### config.mk
export PLATFORM = sky130hd
export DESIGN_NAME = qld_w6q4_pipe
export DESIGN_NICKNAME = d
export VERILOG_FILES = /design/src/rtl/qld_w6q4_pipe.sv
export SDC_FILE = /design/constraint.sdc
export NUM_CORES = 1
export LEC_CHECK = 0
export BUFFER_PORTS_ARGS = -buffer_cell sky130_fd_sc_hd__buf_4
export CAP_MARGIN = 40
export CORE_MARGIN = 5
export CORE_UTILIZATION = 35
export DETAILED_ROUTE_END_ITERATION = 12
export PLACE_DENSITY_LB_ADDON = 0.05
export SETUP_SLACK_MARGIN = 0.3
export SLEW_MARGIN = 5
export SYNTH_ARGS = -nofsm -noshare
export SYNTH_HDL_FRONTEND = slang
export SYNTH_SLANG_ARGS = --single-unit
export TNS_END_PERCENT = 1
### constraint.sdc
create_clock -name clk -period 6.2 [get_ports clk]
set_input_delay 0.93 -clock clk [delete_from_list [all_inputs] [get_ports clk]]
set_output_delay 0.93 -clock clk [all_outputs]
set_load 0.02 [all_outputs]
### src/rtl/qld_w6q4_pipe.sv
// Approximate logarithmic divider (w6q4 log format), three-stage elastic pipeline with global stall.
// Optional divide-by-zero flag output dbz_o enabled by defining QLD_DBZ_FLAG_EN.
module qld_w6q4_pipe #(
  parameter int FRAC_W = 16
) (
  input  logic        clk,
  input  logic        rst_n,
  input  logic        in_valid,
  output logic        in_ready,
  input  logic [15:0] x_i,
  input  logic [15:0] y_i,
  output logic        out_valid,
  input  logic        out_ready,
  output logic [31:0] q_o
`ifdef QLD_DBZ_FLAG_EN
  ,
  output logic        dbz_o
`endif
);

  localparam int SHR = 17 - FRAC_W;

  // One's-complement magnitude with the four LSBs dropped; those never reach the log.
  function automatic logic [15:0] mag_hi(input logic [15:0] v);
    return (v ^ {16{v[15]}}) & 16'hFFF0;
  endfunction

  function automatic logic [9:0] log_enc(input logic [15:0] m);
    logic [3:0]  k;
    logic [15:0] n;
    k = 4'd4;
    for (int i = 4; i < 16; i++) begin
      if (m[i]) k = 4'(i);
    end
    n = m << (4'd15 - k);
    return {1'b0, k, n[14:10]};
  endfunction

  logic        adv;
  logic [15:0] x_mag, y_mag;

  logic        v1, v2;
  logic [9:0]  x_log1, y_log1;
  logic        x_zero1, y_zero1, sign1;

  logic [4:0]  kd2, f2;
  logic        x_zero2, y_zero2, sign2;

  logic [9:0]  d;
  logic [4:0]  s;
  logic [28:0] p;
  logic [31:0] q_mag, q_next;

  assign adv      = ~out_valid | out_ready;
  assign in_ready = adv;
  assign x_mag    = mag_hi(x_i);
  assign y_mag    = mag_hi(y_i);
  assign d        = x_log1 - y_log1;

  always_comb begin
    s      = kd2 + 5'd12;
    p      = 29'({1'b1, f2}) << s;
    q_mag  = 32'(p >> SHR);
    q_next = q_mag ^ {32{sign2}};
    if (y_zero2)      q_next = sign2 ? 32'h8000_0000 : 32'h7FFF_FFFF;
    else if (x_zero2) q_next = 32'h0;
  end

  // NOTE: only the valid chain and the visible outputs take reset; payload registers
  // are qualified by their valid bit, so leaving them unreset saves reset fan-out.
  always_ff @(posedge clk or negedge rst_n) begin
    if (!rst_n) begin
      v1        <= 1'b0;
      v2        <= 1'b0;
      out_valid <= 1'b0;
      q_o       <= 32'h0;
    end else if (adv) begin
      v1        <= in_valid;
      v2        <= v1;
      out_valid <= v2;
      q_o       <= q_next;
    end
  end

  always_ff @(posedge clk) begin
    if (adv) begin
      x_log1  <= log_enc(x_mag);
      y_log1  <= log_enc(y_mag);
      x_zero1 <= (x_mag == 16'h0);
      y_zero1 <= (y_mag == 16'h0);
      sign1   <= x_i[15] ^ y_i[15];
      kd2     <= d[9:5];
      f2      <= d[4:0];
      x_zero2 <= x_zero1;
      y_zero2 <= y_zero1;
      sign2   <= sign1;
    end
  end

`ifdef QLD_DBZ_FLAG_EN
  logic dbz_r;

  always_ff @(posedge clk or negedge rst_n) begin
    if (!rst_n)   dbz_r <= 1'b0;
    else if (adv) dbz_r <= y_zero2;
  end

  assign dbz_o = dbz_r & out_valid;
`endif

endmodule
==> impl_metrics.sql <==
INSERT INTO impl_metrics (metric_group, metric, value, unit) VALUES
('status', 'run_status', 'completed', ''),
('synth', 'synth_edf_count', '34', ''),
('clock_tree', 'max-clock-path-buffers', '2', ''),
('synth', 'synthesis.area', '5210', 'sq um'),
('floorplanning', 'rows', '44', ''),
('power', 'pwr_density_cell', '418', 'nW/um^2'),
('timing', 'hold_viol_final', '0', ''),
('setup_path', 'regToRegEndpoint', 'q_o[19]', ''),
('clock_tree', 'clock_sink_count', '67', ''),
('global_routing', 'grt_first_pass_wirelength', '22700', 'microns'),
('setup_path', 'timing_worst_setup_path_type', 'reg2reg', ''),
('setup_path', 'r2r-start', 'kd2[2]', ''),
('global_routing', 'grt.busiest_layer', 'met2', ''),
('floorplanning', 'die_width', '132', 'microns'),
('drt', 'dr_total_vias', '4683', ''),
('synth', 'ys_ff_latch', '67', ''),
('synth', 'netlist_top_cells_area', 'sky130_fd_sc_hd__edfxtp_1 20%, sky130_fd_sc_hd__dfrtp_1 16%, sky130_fd_sc_hd__a21oi_1 6.1%, sky130_fd_sc_hd__nor2_1 4.9%, sky130_fd_sc_hd__mux2i_1 3.6%', ''),
('timing', 'final_worst_path_period_need', '3.42', 'ns'),
('final_layout', 'count_of_inserted_antenna_diode_cells', '0', ''),
('drt', 'avgRoutedWirePerCell', '16.2', 'microns'),
('final_layout', 'most-common-layout-cells', '68 x sky130_fd_sc_hd__nor2_1, 63 x sky130_fd_sc_hd__a21oi_1, 62 x sky130_fd_sc_hd__buf_4', ''),
('synth', 'synth.yosys.seq_area_share', '0.354', ''),
('synth', 'netlist.top_cell.by_area', 'sky130_fd_sc_hd__edfxtp_1', ''),
('global_routing', 'grt_util_met2', '0.253', ''),
('setup_path', 'crit_cells', '7', ''),
('job', 'cap_violations', '0', ''),
('drt', 'vias_per_cell', '5.60', ''),
('floorplanning', 'floorplan.initialDensity', '0.357', ''),
('floorplanning', 'chipHeight', '132', 'microns'),
('setup_path', 'critical_path.startpoint', 'kd2[2]', ''),
('floorplanning', 'top_level_pins', '70', ''),
('synth', 'syn_nets', '670', ''),
('placement', 'post_place_cell_area', '5690', 'sq um'),
('setup_path', 'cp_slowest_stage_delay', '0.70', 'ns'),
('final_layout', 'layout.cell_area.non_filler', '5950', 'sq um'),
('clock_tree', 'tritoncts', 'built', ''),
('placement', 'place_hpwl', '9960', 'microns'),
('drt', 'number_of_iterations_in_the_first_detailed_routing_pass', '4', ''),
('setup_path', 'crit_fanout', '19', ''),
('floorplanning', 'floorplan.core_area', '14600', 'sq um'),
('floorplanning', 'floorplan.die_area', '17400', 'sq um'),
('final_layout', 'area_delta_synth_final', '14.2', '%'),
('clock_tree', 'post_cts_buffers', '0', ''),
('timing', 'max_clock_freq', '0.292', 'GHz'),
('setup_path', 'cell_at_the_slowest_stage_of_the_critical_path', 'sky130_fd_sc_hd__edfxtp_1', ''),
('drt', 'detail-route-antenna-nets', '0', ''),
('drt', 'drc_violation_count_after_routing', '0', ''),
('synth', 'synth_largest_type_area_fraction', '0.196', ''),
('final_layout', 'commonest_non_fill_non_tap_cell_in_the_layout', 'sky130_fd_sc_hd__nor2_1', ''),
('drt', 'drt_wl_total', '13600', 'microns'),
('synth', 'synth_cell_types', '66', ''),
('setup_path', 'endpoint', 'q_o[19]', ''),
('global_routing', 'first_global_vias', '4505', ''),
('clock_tree', 'cts_repair_resize_count', '0', ''),
('setup_path', 'critPathLaunchType', 'flip-flop', ''),
('global_routing', 'grt.overflow.total', '0', ''),
('timing', 'final.setup.tns', '0', 'ns'),
('synth', 'synthesis.yosys.warnings', '0', ''),
('global_routing', 'global_route_met3_utilization', '0.0340', ''),
('clock_tree', 'clkSlewWorstSetupHoldPaths', '0.05', 'ns'),
('synth', 'post_synth.cell_area_avg', '8.36', 'sq um'),
('setup_path', 'critPathTopFamily', 'flip-flops', ''),
('setup_path', 'end_kind', 'flip-flop', ''),
('clock_tree', 'cts-buffers-inserted', '9', ''),
('placement', 'io_buffers', '61', ''),
('setup_path', 'worst-path-buf-inv', '1', ''),
('timing', 'max-slew-margin-rel', '0.377', ''),
('global_routing', 'grtUsageTotal', '0.156', ''),
('setup_path', 'r2r_cells', '7', ''),
('timing', 'timing_worst_slew_pin_value', '0.935', 'ns'),
('setup_path', 'critical_path.cell_chain', 'clkinv_1 > ha_1 > xor2_1 > nand2b_1 > o32a_1 > or3_1 > a41oi_1', '');
power breakdown:
| group | switching [mW] | internal, mW | leakage [nW] |
|---|---|---|---|
| sequential | 0.130 | 0.655 | 0.725 |
| combinational | 0.754 | 0.491 | 1.55 |
| clock | 0.191 | 0.267 | 0.136 |
| total | 1.08 | 1.41 | 2.41 |
cell type report:
type	count	area, sq um
clock buffers	10	229
clock inverters	6	31.3
fillers	1453	8640
inverters	28	105
multi-input cells	478	3030
flip-flops and latches	67	1850
well taps	184	230
repair buffers	63	480
cell usage after synthesis (5+ instances only):
cell type                   instances
sky130_fd_sc_hd__nor2_1            68
sky130_fd_sc_hd__a21oi_1           63
sky130_fd_sc_hd__nand2_1           45
sky130_fd_sc_hd__o21ai_0           37
sky130_fd_sc_hd__edfxtp_1          34
sky130_fd_sc_hd__dfrtp_1           33
sky130_fd_sc_hd__clkbuf_1          31
sky130_fd_sc_hd__inv_1             26
sky130_fd_sc_hd__mux2i_1           19
sky130_fd_sc_hd__nand3_1           16
sky130_fd_sc_hd__o211ai_1          16
sky130_fd_sc_hd__xnor2_1           16
sky130_fd_sc_hd__nand2b_1          14
sky130_fd_sc_hd__o21a_1            14
sky130_fd_sc_hd__a31oi_1           11
sky130_fd_sc_hd__ha_1              10
sky130_fd_sc_hd__o22ai_1           10
sky130_fd_sc_hd__a21o_1             9
sky130_fd_sc_hd__mux2_2             9
sky130_fd_sc_hd__xor2_1             9
sky130_fd_sc_hd__o221ai_1           8
sky130_fd_sc_hd__buf_2              7
sky130_fd_sc_hd__nor2b_1            7
sky130_fd_sc_hd__or3_1              7
sky130_fd_sc_hd__nand4_1            6
sky130_fd_sc_hd__nor3_1             6
sky130_fd_sc_hd__a21boi_0           5
sky130_fd_sc_hd__a2bb2oi_1          5
sky130_fd_sc_hd__buf_4              5
sky130_fd_sc_hd__o21bai_1           5
sky130_fd_sc_hd__or2_2              5
how the worst min path moves through the flow:
stage             from       to  slack [ns]  cells after the start
6_report       x_zero1  x_zero2        0.42                      0
5_1_grt          sign1    sign2        0.42                      0
4_1_cts        x_zero1  x_zero2        0.42                      0
3_5_place_dp     sign1    sign2        0.41                      0
3_3_place_gp   y_zero1  y_zero2        0.40                      0
2_1_floorplan    sign1    sign2        0.40                      0
metal layers:
layer | part of all wire | vias to the layer above
met3 | 0.040 | 25
met2 | 0.47 | 105
met1 | 0.46 | 2213
li1 | - | 2340
met4 | 0.030 | 0
met5 | 0 | -
through the flow:
| stage | worst slack, ns | utilization | hold slack [ns] | std cells |
|---|---|---|---|---|
| after floorplan | 2.69 | - | 0.400 | 623 |
| after global placement | 2.73 | 0.389 | 0.403 | 819 |
| after detailed placement | 2.70 | 0.390 | 0.408 | 820 |
| after CTS | 2.82 | 0.408 | 0.417 | 836 |
| after global routing | 2.49 | 0.408 | 0.420 | 836 |
| final | 2.78 | 0.408 | 0.416 | 836 |
cell families (layout without fill, tap and decap cells):
logic type      Yosys count  count (layout)  share of synthesized area
compound gates          220             220                      0.276
simple gates            194             194                      0.177
buf+inv                  78             107                     0.0660
flops                    67              67                      0.354
mux                      28              28                     0.0559
xor+xnor                 25              25                     0.0420
fa+ha+maj                11              11                     0.0279
flip-flops by register name, indices dropped and copies added, names as in the netlist, 5 cells and up:
register  count
f2            5
kd2           5
q_o          30
x_log1        9
y_log1        9
No activity file was read; power rests on OpenSTA's default activity.
